File: src/rtl/i2s_tx.sv
// I2S serial transmitter: shifts a stereo pair MSB first on each bit-clock falling strobe,
// with word select leading the data by one slot, fed from a single-entry holding register.
module i2s_tx #(
    parameter int WIDTH = 16
) (
    input  logic             clk,
    input  logic             rst,
    input  logic             sck_fall,
    input  logic [WIDTH-1:0] in_left,
    input  logic [WIDTH-1:0] in_right,
    input  logic             in_valid,
    output logic             in_ready,
    output logic             sd,
    output logic             ws,
    output logic             frame_start,
    output logic             underrun
);

    localparam int SLOTS = 2 * WIDTH;
    localparam int CW    = $clog2(SLOTS);
    localparam logic [CW-1:0] LAST_SLOT = CW'(SLOTS - 1);
    localparam logic [CW-1:0] RIGHT_SLOT = CW'(WIDTH);

    logic [CW-1:0]    bcnt_q, bcnt_d;
    logic [SLOTS-1:0] shift_q, shift_d;
    logic [SLOTS-1:0] hold_q, hold_d;
    logic             ready_q, ready_d;
    logic             sd_q, sd_d;
    logic             ws_q, ws_d;
    logic             frame_start_q, frame_start_d;
    logic             underrun_q, underrun_d;
    logic             load;
    logic             accept;

    always_comb begin
        load          = sck_fall && (bcnt_q == LAST_SLOT);
        accept        = in_valid && ready_q;
        bcnt_d        = bcnt_q;
        shift_d       = shift_q;
        hold_d        = hold_q;
        ready_d       = ready_q;
        sd_d          = sd_q;
        ws_d          = ws_q;
        frame_start_d = 1'b0;
        underrun_d    = 1'b0;

        // After 2W-1 left shifts the previous frame's R[0] sits in the MSB,
        // so the MSB is always the next bit out, including on the load slot.
        if (sck_fall) begin
            sd_d = shift_q[SLOTS-1];
            if (load) begin
                bcnt_d        = '0;
                shift_d       = ready_q ? '0 : hold_q;
                frame_start_d = 1'b1;
                underrun_d    = ready_q;
            end else begin
                bcnt_d  = bcnt_q + 1'b1;
                shift_d = {shift_q[SLOTS-2:0], 1'b0};
            end
            ws_d = (bcnt_d >= RIGHT_SLOT);
        end

        // Load frees the holding register only when it was full; accept only
        // happens when empty, so the two never collide.
        if (load && !ready_q) begin
            ready_d = 1'b1;
        end
        if (accept) begin
            ready_d = 1'b0;
            hold_d  = {in_left, in_right};
        end
    end

    always_ff @(posedge clk) begin
        if (!rst) begin
            bcnt_q        <= LAST_SLOT;
            shift_q       <= '0;
            hold_q        <= '0;
            ready_q       <= 1'b1;
            sd_q          <= 1'b0;
            ws_q          <= 1'b1;
            frame_start_q <= 1'b0;
            underrun_q    <= 1'b0;
        end else begin
            bcnt_q        <= bcnt_d;
            shift_q       <= shift_d;
            hold_q        <= hold_d;
            ready_q       <= ready_d;
            sd_q          <= sd_d;
            ws_q          <= ws_d;
            frame_start_q <= frame_start_d;
            underrun_q    <= underrun_d;
        end
    end

    assign in_ready    = ready_q;
    assign sd          = sd_q;
    assign ws          = ws_q;
    assign frame_start = frame_start_q;
    assign underrun    = underrun_q;

endmodule

File: config.mk
export PLATFORM = sky130hd
export DESIGN_NAME = i2s_tx
export DESIGN_NICKNAME = d
export VERILOG_FILES = /design/src/rtl/i2s_tx.sv
export SDC_FILE = /design/constraint.sdc
export NUM_CORES = 1
export LEC_CHECK = 0
export ABC_AREA = 1
export BUFFER_PORTS_ARGS = -buffer_cell sky130_fd_sc_hd__buf_2
export CAP_MARGIN = 20
export CORE_ASPECT_RATIO = 0.75
export CORE_MARGIN = 2
export CORE_UTILIZATION = 40
export CTS_BUF_LIST = sky130_fd_sc_hd__clkbuf_8
export CTS_CLUSTER_DIAMETER = 50
export CTS_CLUSTER_SIZE = 12
export DETAILED_ROUTE_END_ITERATION = 12
export SYNTH_ARGS = -nofsm -noshare
export SYNTH_HDL_FRONTEND = slang
export SYNTH_SLANG_ARGS = --single-unit
File: constraint.sdc
create_clock -name clk -period 1.91 [get_ports clk]
set_clock_uncertainty 0.15 [all_clocks]
set_input_delay 0.2865 -clock clk [delete_from_list [all_inputs] [get_ports clk]]
set_output_delay 0.2865 -clock clk [all_outputs]
set_load 0.01 [all_outputs]
==> summary.txt, run 1 <==
Synth
  – Net Count, Synth: 399
  – Yosys warning count: 0
  – Post-synth EDFFs: 0
  – Yosys reg bits: 73
  – Cell taking the most area after synthesis: dfxtp_1
  – Seq/Total Area, Yosys: 0.516
  – Predominant post-synthesis flop cell: dfxtp_1
  – Synthesized instance count: approximately 360
  – Yosys cell types: 20
  – Synth top area share: 0.516
  – Commonest cells post-synth: 73 x dfxtp_1, 71 x nor2_1, 67 x o21ai_0
  – Mean area per synthesized cell: 7.85 um^2
  – Most numerous cell in the Yosys netlist: dfxtp_1
  – Cell Area, Synth: 0.00283 mm^2
  – Top cells by area, synth: dfxtp_1 52%, o21ai_0 12%, a21oi_1 11%, nor2_1 9.4%, nand2_1 5.7%
  – Post-synthesis async set-or-reset flop share: 0

Run status
  – Status: finished, final reports clean

Power and ir drop
  – Comb power frac: 0.136
  – Tot Pwr: between 3 and 4 mW
  – Power share of the sequential group: 0.518
  – Pwr/cell area: a little under 1000 mW/mm^2
  – Psw: 0.864 mW
  – P_leak: 1.37 nW
  – Max rail drop VDD: 0.000435 V
  – Cell Int Power: approximately 2.4 mW
  – Clock share of power: 0.346
  – Switch share: 0.263

Clock tree
  – TritonCTS Sinks: between 70 and 80
  – Longest Clk Path Bufs: 2
  – H-tree depth reported by CTS: 3
  – Num CTS Buffers: 9
  – Root Buffer: clkbuf_8
  – TritonCTS clock tree: built
  – Clk Latency, worst-skew pair: roughly 340 ps
  – Clk slew on worst S/H paths: 70 ps

Routing
  – DR WL/cell: 12.6 um
  – DR DRC count: 0
  – Initial DRC Count: approximately 120
  – ANT nets after route: 0
  – WL final: just over 6 mm
  – Post-DR vias/cell: 4.92
  – Vias: between 2000 and 2500
  – Drt first pass iters: 4

Critical path
  – Startpoint types: register
  – Worst Path Max Fanout: 16
  – Critical path capture point type: register
  – Worst path cell trace: ha_1 > nand2_1 > nor2_2 > ha_2 > nand2_4 > nor2_8 > clkbuf_16 > nand2_1 > a21oi_1
  – Worst Path Required: roughly 2000 ps
  – Crit-path max cell delay: between 300 and 400 ps
  – Critical Path Most Common Cell: nand2_1
  – CP max stage cell: dfxtp_1
  – WP data arrival: 1870 ps
  – Setup CP Type: register to register

Cells and area
  – Area growth syn-to-layout: 16.9%
  – Cell area after layout: 0.00331 mm^2
  – Ant. Diodes: 0
  – Final nets: approximately 440
  – Fill count: 733
  – Sequential cell area: 0.00146 mm^2
  – Proportion of layout cells with a drive suffix above 1: 0.189
  – Final core utilization: 0.485
  – Area of the multi-input gates: approximately 0.0012 mm^2

Global routing
  – GRT overflow: 0
  – First-pass GRT wire length: a little over 10 mm
  – Largest net degree at the start of global routing: 34
  – Initial antenna violation count: 0
  – Total track usage: 0.165
  – Number of global-route vias before repair: 2212

STA
  – Unrepaired setup endpoints after global routing: false
  – Final-report hold violation count: 0
  – Worst-margin pin slew: 450 ps
  – Crit path time final: 1760 ps
  – FMAX: ~570 MHz
  – Max Slew Vio Count: 0
  – Period utilisation layout: 0.919
  – Worst slew margin: 0.700
  – # setup viols final: 0
  – Setup tns final: 0 ps

Floorplan
  – I/O Pins: 41
  – Chip width: 101 um
  – Die area: 0.00778 mm^2
  – Die Ht: 76.9 um
  – Area of the core: 0.00683 mm^2
  – Initial core utilization: 0.415
  – Cell Rows: 26

Place
  – Gpl congestion: 0.716
  – DP HPWL: 3.70 mm
  – Port Buf Inserts: 40
  – Placed inst area: 0.00308 mm^2

Flow run
  – Max Cap Viol: 0

Worst hold path
  – Type of the worst min-delay path: primary input to register
registers in the layout, summed over array words and instances (netlist names):
name         count
bcnt_q           5
frame_start      1
hold_q          32
in_ready         1
sd               1
shift_q         32
underrun         1
cell type report:
| class | instances | area share |
|---|---|---|
| clock buffers | 13 | 0.0540 |
| repair buffers | 52 | 0.100 |
| clock inverters | 3 | 0.00453 |
| inverters | 6 | 0.00718 |
| flip-flops and latches | 73 | 0.442 |
| multi-input cells | 256 | 0.360 |
| well taps | 84 | 0.0317 |
layer usage:
metal	vias to the layer above	wire (um)	global-route usage
met5	-	0	0
met2	44	2540	0.240
met3	8	247	0.0565
met4	0	64	0.0595
li1	1275	-	-
met1	1067	3270	0.227
power groups by stage:
stage	Sequential [mW]	Clock, mW	Combinational [mW]
detailed placement	1.74	0	0.430
floorplan	1.73	0	0.317
finish	1.70	1.14	0.447
CTS	1.70	1.18	0.432
global placement	1.73	0	0.420
global route	1.72	1.24	0.514
layout by cell type, fill, tap and decap left out:
cell type	n
buf_4	9
nor3_1	1
nor2_2	1
clkbuf_16	1
ha_1	1
ha_2	1
buf_2	40
a21oi_2	1
dfxtp_2	1
o21ai_0	67
or2_2	1
clkinv_2	1
inv_1	6
nand2_1	43
nand3_1	2
a22oi_1	1
inv_2	1
clkinvlp_4	1
clkbuf_8	13
nor2_1	70
a21oi_1	64
nand2_4	2
dfxtp_1	72
buf_12	2
nor2_8	1
cell families (layout without fill, tap and decap cells):
| kind of cell | after synthesis | in the layout | synth area share |
|---|---|---|---|
| compound gates | 133 | 133 | 0.236 |
| simple gates | 121 | 121 | 0.174 |
| flops | 73 | 73 | 0.516 |
| buf+inv | 32 | 74 | 0.0658 |
| fa+ha+maj | 2 | 2 | 0.00883 |
critical path, delay by kind of cell, from the launching register on:
kind | cells | cell delay, ps
compound gates | 1 | 130
buf+inv | 1 | 190
simple gates | 5 | 480
flops | 1 | 350
fa+ha+maj | 2 | 400
timing repair:
item	4_1_cts	5_1_grt
resized for setup	0	4
buffers inserted	0	1
setup endpoints to repair	0	32
hold buffers	0	0
worst paths after layout:
check                                 from          end  slack, ps  cells after the start
worst max register to register   bcnt_q[0]  shift_q[17]        150                      9
worst min register to register  hold_q[28]  shift_q[28]        310                      2
worst max-delay path             bcnt_q[0]  shift_q[17]        150                      9
worst min-delay path              in_valid     in_ready         30                      2
metrics by stage:
stage	cells	setup slack [ps]	hold slack [ps]
after global routing	487	21.3	26.7
after detailed placement	469	122	303
after global placement	469	187	299
after floorplan	361	375	237
after CTS	485	92.6	17.8
final	487	155	33.1
No activity file was read; power rests on OpenSTA's default activity.
==> inputs of run 2 (changes only) <==
--- a/config.mk
+++ b/config.mk
@@ -15,6 +15,8 @@
 export CTS_CLUSTER_DIAMETER = 50
 export CTS_CLUSTER_SIZE = 12
 export DETAILED_ROUTE_END_ITERATION = 12
+export RECOVER_POWER = 25
+export SLEW_MARGIN = 20
 export SYNTH_ARGS = -nofsm -noshare
 export SYNTH_HDL_FRONTEND = slang
 export SYNTH_SLANG_ARGS = --single-unit
==> summary.txt, run 2 (synthesis gave the netlist of run 1 again) <==
Clock tree
  – Clk slew on worst S/H paths: 70 ps (about the same)
  – Longest Clk Path Bufs: 2 (unchanged)
  – Num CTS Buffers: 9 (unchanged)
  – Clk Latency, worst-skew pair: 340 ps (about the same)
  – TritonCTS Sinks: 73 (unchanged)
  – H-tree depth reported by CTS: 3 (unchanged)
  – TritonCTS clock tree: built
  – Hold_buf cts: 0 (unchanged)
  – Root Buffer: clkbuf_8

Global routing
  – GRT met1 Usage: 0.227 (unchanged)
  – Met3 usage: 0.0565 (unchanged)
  – GRT overflow: 0 (unchanged)
  – GRT met2 Usage: 0.240 (unchanged)
  – Largest net degree at the start of global routing: 34 (unchanged)
  – Initial antenna violation count: 0 (unchanged)
  – Total track usage: 0.165 (unchanged)
  – Number of global-route vias before repair: 2212 (unchanged)
  – Busiest grt layer: met2
  – First-pass GRT wire length: 10.3 mm (unchanged)

Cells and area
  – Commonest cells after routing, fill and taps aside: 72 x dfxtp_1, 70 x nor2_1, 67 x o21ai_0
  – Area growth syn-to-layout: 16.4%
  – Fill count: 737 (+0.55%)
  – Cell area after layout: 0.00330 mm^2 (-0.45%)
  – Top flop regs: hold_q x32, shift_q x32, bcnt_q x5
  – Proportion of layout cells with a drive suffix above 1: 0.176 (-0.0124)
  – Ant. Diodes: 0 (unchanged)
  – Commonest non-fill, non-tap cell in the layout: dfxtp_1
  – Final nets: 436 (unchanged)

Worst hold path
  – Hold EP: in_ready
  – Type of the worst min-delay path: primary input to register
  – Hold depth: 2 (unchanged)
  – Hold_sp: in_valid

Place
  – DP HPWL: 3.70 mm (unchanged)
  – Port Buf Inserts: 40 (unchanged)
  – Gpl congestion: 0.716 (unchanged)
  – Placed inst area: 0.00308 mm^2 (unchanged)

Critical path
  – WP data arrival: 1870 ps (about the same)
  – Startpoint types: register
  – Worst Path Max Fanout: 16 (unchanged)
  – Reg2Reg Depth: 9 (unchanged)
  – Crit-path max cell delay: 350 ps (about the same)
  – Setup CP Type: register to register
  – Worst Path Required: 2030 ps (about the same)
  – CP max stage cell: dfxtp_1
  – Critical path capture point type: register
  – Critical Path Most Common Cell: nand2_1
  – Worst r2r dst: shift_q[17]
  – Worst r2r src: bcnt_q[0]
  – Worst path cell trace: ha_1 > nand2_1 > nor2_2 > ha_2 > nand2_4 > nor2_8 > clkbuf_16 > nand2_1 > a21oi_1
  – Register-to-register setup slack: 160 ps (about the same)

Floorplan
  – Chip width: 101 um (unchanged)
  – Die area: 0.00778 mm^2 (unchanged)
  – I/O Pins: 41 (unchanged)
  – Area of the core: 0.00683 mm^2 (unchanged)
  – Cell Rows: 26 (unchanged)
  – Die Ht: 76.9 um (unchanged)
  – Initial core utilization: 0.415 (unchanged)

STA
  – Worst-margin pin slew: 568 ps (+118 ps)
  – Crit path time final: 1750 ps (-1.60 ps)
  – Worst slew margin: 0.621 (-0.0792)
  – Setup tns final: 0 ps (unchanged)
  – Unrepaired setup endpoints after global routing: false
  – Max Slew Vio Count: 0 (unchanged)
  – # setup viols final: 0 (unchanged)
  – FMAX: 570 MHz (about the same)
  – Final-report hold violation count: 0 (unchanged)
  – Period utilisation layout: 0.918 (about the same)

Routing
  – Vias: 2403 (+0.38%)
  – Initial DRC Count: 122 (-0.81%)
  – WL final: 6.10 mm (-0.33%)
  – ANT nets after route: 0 (unchanged)
  – Drt first pass iters: 4 (unchanged)
  – DR DRC count: 0 (unchanged)
  – Post-DR vias/cell: 4.93 (+0.38%)
  – DR WL/cell: 12.5 um (-0.33%)

Flow run
  – Max Cap Viol: 0 (unchanged)

Run status
  – Status: finished, final reports clean

Power and ir drop
  – P_leak: 1.35 nW (-1.5%)
  – Pwr/cell area: 997 mW/mm^2 (+0.35%)
  – Max rail drop VDD: 0.000435 V (about the same)
## run 2: how the worst max path moves through the flow
stage,from,slack (ps),to,cells past startpoint
floorplan,bcnt_q[1],380,shift_q[22],9
global route,bcnt_q[0],20,shift_q[14],9
CTS,bcnt_q[1],90,shift_q[11],9
detailed placement,bcnt_q[1],120,shift_q[11],9
global placement,bcnt_q[1],190,shift_q[26],9
finish,bcnt_q[0],160,shift_q[17],9
## run 2: worst max-delay path: cells and delay by family (launching register included)
kind	cells	cell delay (ps)
compound gates	1	130
fa+ha+maj	2	400
buf+inv	1	190
flops	1	350
simple gates	5	480
## run 2: report_power, final
part	internal, mW	total [mW]	switching [mW]
sequential	1.64	1.70	0.0611
combinational	0.173	0.442	0.269
clock	0.605	1.14	0.534
## run 2: routing by layer
metal	vias to the layer above	part of all wire
li1	1277	-
met1	1069	0.52
met2	47	0.42
met3	10	0.045
met4	0	0.014
met5	-	0
## run 2: stage by stage
stage	power (mW)	utilization	setup WS, ps	instances	hold WS, ps
floorplan	2.05	-	375	361	237
global placement	2.16	0.450	187	469	299
detailed placement	2.17	0.450	122	469	303
CTS	3.31	0.479	92.6	485	17.8
global route	3.47	0.483	20.4	487	4.40
finish	3.29	0.483	156	487	10.3
## run 2: final cells by class
cell class                      instances  area [um^2]  share of cell area
Clock inverter                          3         15.0             0.00455
Sequential cell                        73         1460               0.444
Clock buffer                           13          179              0.0543
Tap cell                               84          105              0.0319
Timing Repair Buffer                   52          324              0.0983
Multi-Input combinational cell        256         1190               0.361
Inverter                                6         22.5             0.00683
## run 2: what timing repair did
| action | CTS | global route |
|---|---|---|
| gates resized for setup | 0 | 4 |
| endpoints found under the setup margin | 0 | 32 |
| hold endpoints to repair | 0 | 0 |
| buffers inserted | 0 | 1 |
==> inputs of run 3 (changes only) <==
--- a/config.mk
+++ b/config.mk
@@ -9,12 +9,13 @@
 export BUFFER_PORTS_ARGS = -buffer_cell sky130_fd_sc_hd__buf_2
 export CAP_MARGIN = 20
 export CORE_ASPECT_RATIO = 0.75
-export CORE_MARGIN = 2
+export CORE_MARGIN = 8
 export CORE_UTILIZATION = 40
 export CTS_BUF_LIST = sky130_fd_sc_hd__clkbuf_8
 export CTS_CLUSTER_DIAMETER = 50
 export CTS_CLUSTER_SIZE = 12
 export DETAILED_ROUTE_END_ITERATION = 12
+export MAX_ROUTING_LAYER = met4
 export RECOVER_POWER = 25
 export SLEW_MARGIN = 20
 export SYNTH_ARGS = -nofsm -noshare
==> summary.txt, run 3 (synthesis gave the netlist of run 1 again) <==
Critical path
  – Worst Path Max Fanout: 15 (-1)
  – Setup CP Type: register to register
  – Startpoint types: register
  – WP data arrival: 1850 ps (-20 ps)
  – Worst Path Required: 2020 ps (about the same)
  – Critical path capture point type: register

Clock tree
  – Longest Clk Path Bufs: 2 (unchanged)
  – Hold_buf cts: 0 (unchanged)
  – Clk Latency, worst-skew pair: 330 ps (about the same)
  – CTS resizes: 0 (unchanged)
  – TritonCTS Sinks: 73 (unchanged)
  – Num CTS Buffers: 9 (unchanged)
  – Root Buffer: clkbuf_8
  – Clk slew on worst S/H paths: 70 ps (about the same)
  – Post-CTS Setup Bufs: 0 (unchanged)
  – TritonCTS clock tree: built
  – H-tree depth reported by CTS: 3 (unchanged)

Global routing
  – Largest net degree at the start of global routing: 36 (+5.9%)
  – GRT overflow: 0 (unchanged)
  – First-pass GRT wire length: 10.7 mm (+4.2%)
  – Total track usage: 0.137 (-0.0287)
  – Number of global-route vias before repair: 2318 (+4.8%)
  – Initial antenna violation count: 0 (unchanged)

Routing
  – ANT nets after route: 0 (unchanged)
  – Vias: 2434 (+1.3%)
  – WL final: 6.25 mm (+2.4%)
  – Post-DR vias/cell: 5.03 (+1.9%)
  – Initial DRC Count: 162 (+33%)
  – Drt first pass iters: 4 (unchanged)
  – DR DRC count: 0 (unchanged)
  – DR WL/cell: 12.9 um (+3.1%)

Place
  – Gpl congestion: 0.790 (+10%)
  – Port Buf Inserts: 40 (unchanged)
  – DP HPWL: 4.01 mm (+8.4%)

Floorplan
  – Die Ht: 88.9 um (+16%)
  – I/O Pins: 41 (unchanged)
  – Initial core utilization: 0.415 (unchanged)
  – Cell Rows: 26 (unchanged)
  – Area of the core: 0.00683 mm^2 (unchanged)
  – Die area: 0.0101 mm^2 (+29%)
  – Chip width: 113 um (+12%)

Cells and area
  – Final core utilization: 0.477 (-0.00513)
  – Ant. Diodes: 0 (unchanged)
  – Commonest cells after routing, fill and taps aside: 73 x dfxtp_1, 71 x nor2_1, 67 x o21ai_0
  – Final nets: 433 (-0.69%)
  – Top flop regs: hold_q x32, shift_q x32, bcnt_q x5
  – Commonest non-fill, non-tap cell in the layout: dfxtp_1
  – Area growth syn-to-layout: 15.2%
  – Proportion of layout cells with a drive suffix above 1: 0.160 (-0.0162)

STA
  – Final-report hold violation count: 0 (unchanged)
  – Setup tns final: 0 ps (unchanged)
  – Unrepaired setup endpoints after global routing: false
  – Worst-margin pin slew: 614 ps (+46.4 ps)
  – Crit path time final: 1740 ps (-16.9 ps)
  – Worst slew margin: 0.590 (-0.0304)
  – FMAX: 576 MHz (+0.97%)
  – Period utilisation layout: 0.909 (-0.00886)
  – Max Slew Vio Count: 0 (unchanged)
  – # setup viols final: 0 (unchanged)

Run status
  – Status: finished, final reports clean

Power and ir drop
  – Max rail drop VDD: 0.000414 V (-4.9%)
  – Pwr/cell area: 1010 mW/mm^2 (+1.2%)
  – P_leak: 1.35 nW (-0.51%)
  – Tot Pwr: 3.29 mW (+0.10%)

Flow run
  – Max Cap Viol: 0 (unchanged)

Worst hold path
  – Type of the worst min-delay path: primary input to register
[run 3: cell type report]
class                           count  area [um^2]
Fill cell                         711         3570
Sequential cell                    73         1460
Multi-Input combinational cell    256         1190
Timing Repair Buffer               49          297
Clock buffer                       10          138
Tap cell                           84          105
Clock inverter                      6         51.3
Inverter                            6         22.5
[run 3: per-layer routing]
layer	global-route usage	vias to the layer above	wire length (um)
met4	0.0398	0	39
met3	0.0443	6	227
met1	0.169	1114	3140
met5	-	-	0
li1	-	1267	-
met2	0.210	47	2840
[run 3: power by group]
| part | internal (mW) | switching [mW] |
|---|---|---|
| registers | 1.64 | 0.0683 |
| clock network | 0.621 | 0.533 |
| logic | 0.164 | 0.260 |
| total | 2.43 | 0.862 |
[run 3: path summary, 6_finish.rpt]
path             start          to  slack [ps]  cells after the start
max          bcnt_q[1]  shift_q[9]         170                      9
min           in_valid    in_ready          30                      2
max reg2reg  bcnt_q[1]  shift_q[9]         170                      9
min reg2reg  hold_q[8]  shift_q[8]         310                      2
[run 3: per-stage QoR]
stage	hold WS [ps]	std cells	cell area (um^2)	worst slack [ps]
2_1_floorplan	237	361	2830	375
3_3_place_gp	299	468	3080	217
3_5_place_dp	303	468	3080	172
4_1_cts	7.02	484	3270	146
5_1_grt	37.4	484	3260	3.56
6_report	26.1	484	3260	173
[run 3: worst max-delay path: stages (launching register included)]
cell and delay, ps:
dfxtp_1 370, ha_1 170, nand2_1 60, nor2_1 90, ha_2 220, nand2_4 90
nor2_8 170, buf_12 160, nand2_1 50, a21oi_1 120
